--- src/rtl/vga_timing_delay.sv ---
// vga_timing_delay: DEPTH-cycle delay of the VGA timing bus plus one RGB channel, held idle until the pipe is full.
// Define VGA_TIMING_DELAY_FRAME_LOCK_EN to hold the outputs idle until the first frame-start word (hcount=0, vcount=0).
module vga_timing_delay #(
   parameter int DEPTH = 1,
   parameter int CNT_W = 11,
   parameter int RGB_W = 12
) (
   input  logic             pclk,
   input  logic             rst,
   input  logic             hs_in,
   input  logic             vs_in,
   input  logic             hblnk_in,
   input  logic             vblnk_in,
   input  logic [CNT_W-1:0] hcount_in,
   input  logic [CNT_W-1:0] vcount_in,
   input  logic [RGB_W-1:0] rgb_in,
   output logic             hs_out,
   output logic             vs_out,
   output logic             hblnk,
   output logic             vblnk,
   output logic [CNT_W-1:0] hcount,
   output logic [CNT_W-1:0] vcount,
   output logic [RGB_W-1:0] rgb_out,
   output logic             out_valid
);
   localparam int W = 4 + 2*CNT_W + RGB_W;
   localparam int CW = $clog2(DEPTH+1);
   localparam int HB = W - 3;
   localparam int VB = W - 4;
   localparam logic [CW-1:0] LAST = CW'(DEPTH-1);
   // Word layout {hs, vs, hblnk, vblnk, hcount, vcount, rgb}; idle is blanked with everything else low.
   localparam logic [W-1:0] IDLE = {4'b0011, {(W-4){1'b0}}};

   typedef enum logic [1:0] {
      FILL = 2'd0,
      RUN = 2'd1
`ifdef VGA_TIMING_DELAY_FRAME_LOCK_EN
      , WAIT_FRAME = 2'd2
`endif
   } state_t;

   state_t state_q, state_d;
   logic [CW-1:0] cnt_q, cnt_d;
   logic valid_q, valid_d;
   logic [W-1:0] pipe_q [DEPTH];
   logic [W-1:0] pipe_d [DEPTH];
   logic [W-1:0] tap [DEPTH];
   logic [W-1:0] live_w;

   always_comb begin
      tap[0] = {hs_in, vs_in, hblnk_in, vblnk_in, hcount_in, vcount_in, rgb_in};
      for (int i = 1; i < DEPTH; i++) tap[i] = pipe_q[i-1];
   end

   always_comb begin
      cnt_d = (cnt_q == LAST) ? cnt_q : cnt_q + 1'b1;
      state_d = state_q;
`ifdef VGA_TIMING_DELAY_FRAME_LOCK_EN
      // The word about to be loaded decides the lock, so a frame start already in the pipe costs no extra frame.
      if ((state_q == FILL && cnt_q == LAST) || state_q == WAIT_FRAME)
         state_d = (tap[DEPTH-1][W-5 -: 2*CNT_W] == '0) ? RUN : WAIT_FRAME;
`else
      if (state_q == FILL && cnt_q == LAST) state_d = RUN;
`endif
      valid_d = state_d == RUN;
   end

   always_comb begin
      live_w = tap[DEPTH-1];
      if (live_w[HB] | live_w[VB]) live_w[RGB_W-1:0] = '0;
      for (int i = 0; i < DEPTH; i++) pipe_d[i] = tap[i];
      pipe_d[DEPTH-1] = valid_d ? live_w : IDLE;
   end

   always_ff @(posedge pclk) begin
      if (rst) begin
         state_q <= FILL;
         cnt_q <= '0;
         valid_q <= 1'b0;
         for (int i = 0; i < DEPTH; i++) pipe_q[i] <= IDLE;
      end else begin
         state_q <= state_d;
         cnt_q <= cnt_d;
         valid_q <= valid_d;
         for (int i = 0; i < DEPTH; i++) pipe_q[i] <= pipe_d[i];
      end
   end

   assign {hs_out, vs_out, hblnk, vblnk, hcount, vcount, rgb_out} = pipe_q[DEPTH-1];
   assign out_valid = valid_q;
endmodule

--- config.mk ---
export PLATFORM = sky130hd
export DESIGN_NAME = vga_timing_delay
export DESIGN_NICKNAME = d
export VERILOG_FILES = /design/src/rtl/vga_timing_delay.sv
export SDC_FILE = /design/constraint.sdc
export NUM_CORES = 1
export LEC_CHECK = 0
export BUFFER_PORTS_ARGS = -buffer_cell sky130_fd_sc_hd__buf_2
export CAP_MARGIN = 15
export CORE_ASPECT_RATIO = 1.75
export CORE_MARGIN = 3
export CORE_UTILIZATION = 32
export DETAILED_ROUTE_END_ITERATION = 7
export GPL_ROUTABILITY_DRIVEN = 0
export PLACE_DENSITY = 0.73
export SKIP_LAST_GASP = 1
export SLEW_MARGIN = 25
export SYNTH_ARGS = -nofsm -noshare
export SYNTH_HDL_FRONTEND = slang
export SYNTH_SLANG_ARGS = --single-unit
--- constraint.sdc ---
create_clock -name pclk -period 1.79 [get_ports pclk]
set_clock_uncertainty 0.2 [all_clocks]
set_input_delay 0.358 -clock pclk [delete_from_list [all_inputs] [get_ports pclk]]
set_output_delay 0.358 -clock pclk [all_outputs]
set_load 0.01 [all_outputs]
==> results.toml <==
[synth]
syn-num-nets = 149
synth_simple_gate_area_share_pct = 29.7
seq_area_frac_synth_pct = 64.5
synth_fa_ha_area_share_pct = 0
synthCells = 109
synth_compound_gate_area_share_pct = 0.768
yosysWarnings = 0
syn_area_per_cell_um2 = 12.0
synth_area_mm2 = 0.00130
synth_top_family_by_area = "simple AND/OR/NAND/NOR gates"
synth-seq-cells = 42
synthMuxAreaShare_pct = 0
synth.distinct_cells = 15
synth_xor_area_share_pct = 0

[drt]
avgRoutedWirePerCell_um = 11.8
drc = 0
routed_wl_um = 2770
viasPerCell = 4.40
drt_iter0_drc = 6
vias = 1038
dr.pass1.iters = 2
antenna_left = 0

[placed_design]
dp_hpwl_um = 2130
numPlacedInstances = 228
portBuffers = 78

[critical_path]
worstReg2RegStart = "state_q[1]$_SDFF_PP0_"
ff2ff_setup_slack_ns = 0.39
crit_slowest_cell = "or2_4"
r2r_cells = 3
critPathCapture = "pipe_q[0][26]$_SDFF_PP0_"
timing.rr.end = "pipe_q[0][26]$_SDFF_PP0_"
startpoint = "state_q[1]$_SDFF_PP0_"
critical_path_class = "reg -> reg"
startpoint_type = "register"
cpPeakStageDelay_ns = 0.37
critPathRequiredTime_ns = 1.79
worstPathMaxFanout = 29
critPathArrivalTime_ns = 1.40
cp-end-kind = "register"
crit_chain = "or2_4 > buf_4 > nor3b_1"

[die]
coreArea_mm2 = 0.00390
die_area_mm2 = 0.00491
start_util_pct = 33.4
fp-row-count = 30
die_y_um = 90.4
io_pins = 79
chipWidth_um = 54.3

[flow_run]
max-cap-violations = 0

[clock_network]
clk_pin_slew_ns = 0.07
clk_path_buf_depth = 2
cts_hold_buffers = 0
clock_latency_ns = 0.28
cts_tree = "built"
htreeDepth = 2
cts_sinks = 42
cts-buffers-inserted = 5
cts_setup_buffers = 0
post_cts_resized = 0
root_buffer = "clkbuf_8"

[timing]
rsz0062_at_grt = "no"
max_freq_ghz = 0.714
setup_violations = 0
tns_ns = 0
hold_viol = 0
min_period_ns = 1.40
drv_slew = 0
period_share_pct = 78.2

[power]
ir_drop_mv = 0.559
p_leak_nw = 0.859
p_per_area_mw_per_mm2 = 1030

[layout]
utilization_pct = 46.8
n_antenna_cell = 0
final_cells = 236
areaGrowthSynthToFinish_pct = 40.1
fillers = 392
drive_gt1_share_pct = 50.0
num-nets-final = 227

[global_routing]
grtUsageTotal_pct = 12.2
grt_max_degree = 30
antenna_found_initial = 0
grt_first_pass_wirelength_um = 4460
grt.overflow.total = 0
grt_pass1_vias = 1062

[min_path]
min_path_type = "in -> reg"
hold_depth = 2

[status]
status = "finished, final reports clean"
-- cell usage in the layout, fill, tap and decap left out --
| master | synthesis | routed |
|---|---|---|
| buf_2 | 2 | 78 |
| buf_4 | 0 | 3 |
| bufinv_16 | 0 | 1 |
| clkbuf_1 | 4 | 1 |
| clkbuf_8 | 0 | 5 |
| clkinvlp_4 | 0 | 1 |
| conb_1 | 1 | 1 |
| dfxtp_1 | 42 | 42 |
| nand2b_1 | 12 | 12 |
| nor2_1 | 2 | 2 |
| nor2b_1 | 2 | 1 |
| nor2b_2 | 0 | 1 |
| nor3b_1 | 21 | 21 |
| nor3b_2 | 3 | 3 |
| nor4_1 | 12 | 12 |
| o21ba_2 | 1 | 1 |
| or2_4 | 1 | 1 |
| or3_1 | 2 | 2 |
-- final cells by class --
| cell class | count | area, um2 | share of cell area, % |
|---|---|---|---|
| well taps | 48 | 60.1 | 3.29 |
| clock buffers | 6 | 72.6 | 3.97 |
| multi-input cells | 57 | 403 | 22.1 |
| flip-flops and latches | 42 | 841 | 46.0 |
| clock inverters | 2 | 37.5 | 2.05 |
| repair buffers | 81 | 413 | 22.6 |
-- routing by layer --
layer | up-vias | wire (um) | track usage (%)
li1 | 523 | - | -
met1 | 450 | 932 | 11.4
met2 | 58 | 1420 | 21.5
met3 | 7 | 347 | 4.30
met4 | 0 | 74 | 6.24
met5 | - | 0 | 0
-- kinds of logic (layout without fill, tap and decap cells) --
logic type	Yosys count	count (layout)
flip-flops	42	42
AO/OA/AOI/OAI	1	1
AND/OR/NAND/NOR	55	55
buffers and inverters	10	89
other	1	1
-- flip-flops by register name (all words and copies together), names as in the netlist --
name	count
pipe_q	38
state_q	2
cnt_q	1
out_valid	1
-- metrics by stage --
stage / area, um2 / power (mW) / hold WS (ns) / setup slack, ns
2_1_floorplan: 1300 / 1.11 / 0.229 / 0.423
3_3_place_gp: 1720 / 1.19 / 0.268 / 0.277
3_5_place_dp: 1720 / 1.20 / 0.277 / 0.230
4_1_cts: 1830 / 1.92 / 0.0391 / 0.363
5_1_grt: 1830 / 1.99 / 0.0558 / 0.308
6_report: 1830 / 1.89 / 0.0496 / 0.390
-- worst min-delay path by stage --
stage,from,to
3_3_place_gp,state_q[1]$_SDFF_PP0_,state_q[1]$_SDFF_PP0_
2_1_floorplan,rst,state_q[0]$_SDFF_PP0_
3_5_place_dp,state_q[1]$_SDFF_PP0_,state_q[1]$_SDFF_PP0_
5_1_grt,rst,state_q[0]$_SDFF_PP0_
6_report,rst,state_q[0]$_SDFF_PP0_
4_1_cts,rst,state_q[0]$_SDFF_PP0_
-- cell usage after synthesis --
cell type / instances / area (um2)
clkbuf_1: 4 / 15.0
nor2_1: 2 / 7.51
nor2b_1: 2 / 12.5
buf_2: 2 / 10.0
conb_1: 1 / 3.75
nor4_1: 12 / 75.1
or2_4: 1 / 8.76
nor3b_1: 21 / 158
nand2b_1: 12 / 75.1
nor3b_2: 3 / 37.5
or3_1: 2 / 12.5
buf_6: 3 / 33.8
buf_1: 1 / 3.75
dfxtp_1: 42 / 841
o21ba_2: 1 / 10.0
-- worst max-delay path, delay by kind of cell (launching register included) --
family / cells / cell delay [ns]
simple gates: 2 / 0.57
flops: 1 / 0.32
buf+inv: 1 / 0.22
-- where the power goes --
group	internal, mW	switching (mW)
clock	0.416	0.303
sequential	0.975	0.00938
combinational	0.0928	0.0926
No activity file was read; power rests on OpenSTA's default activity.
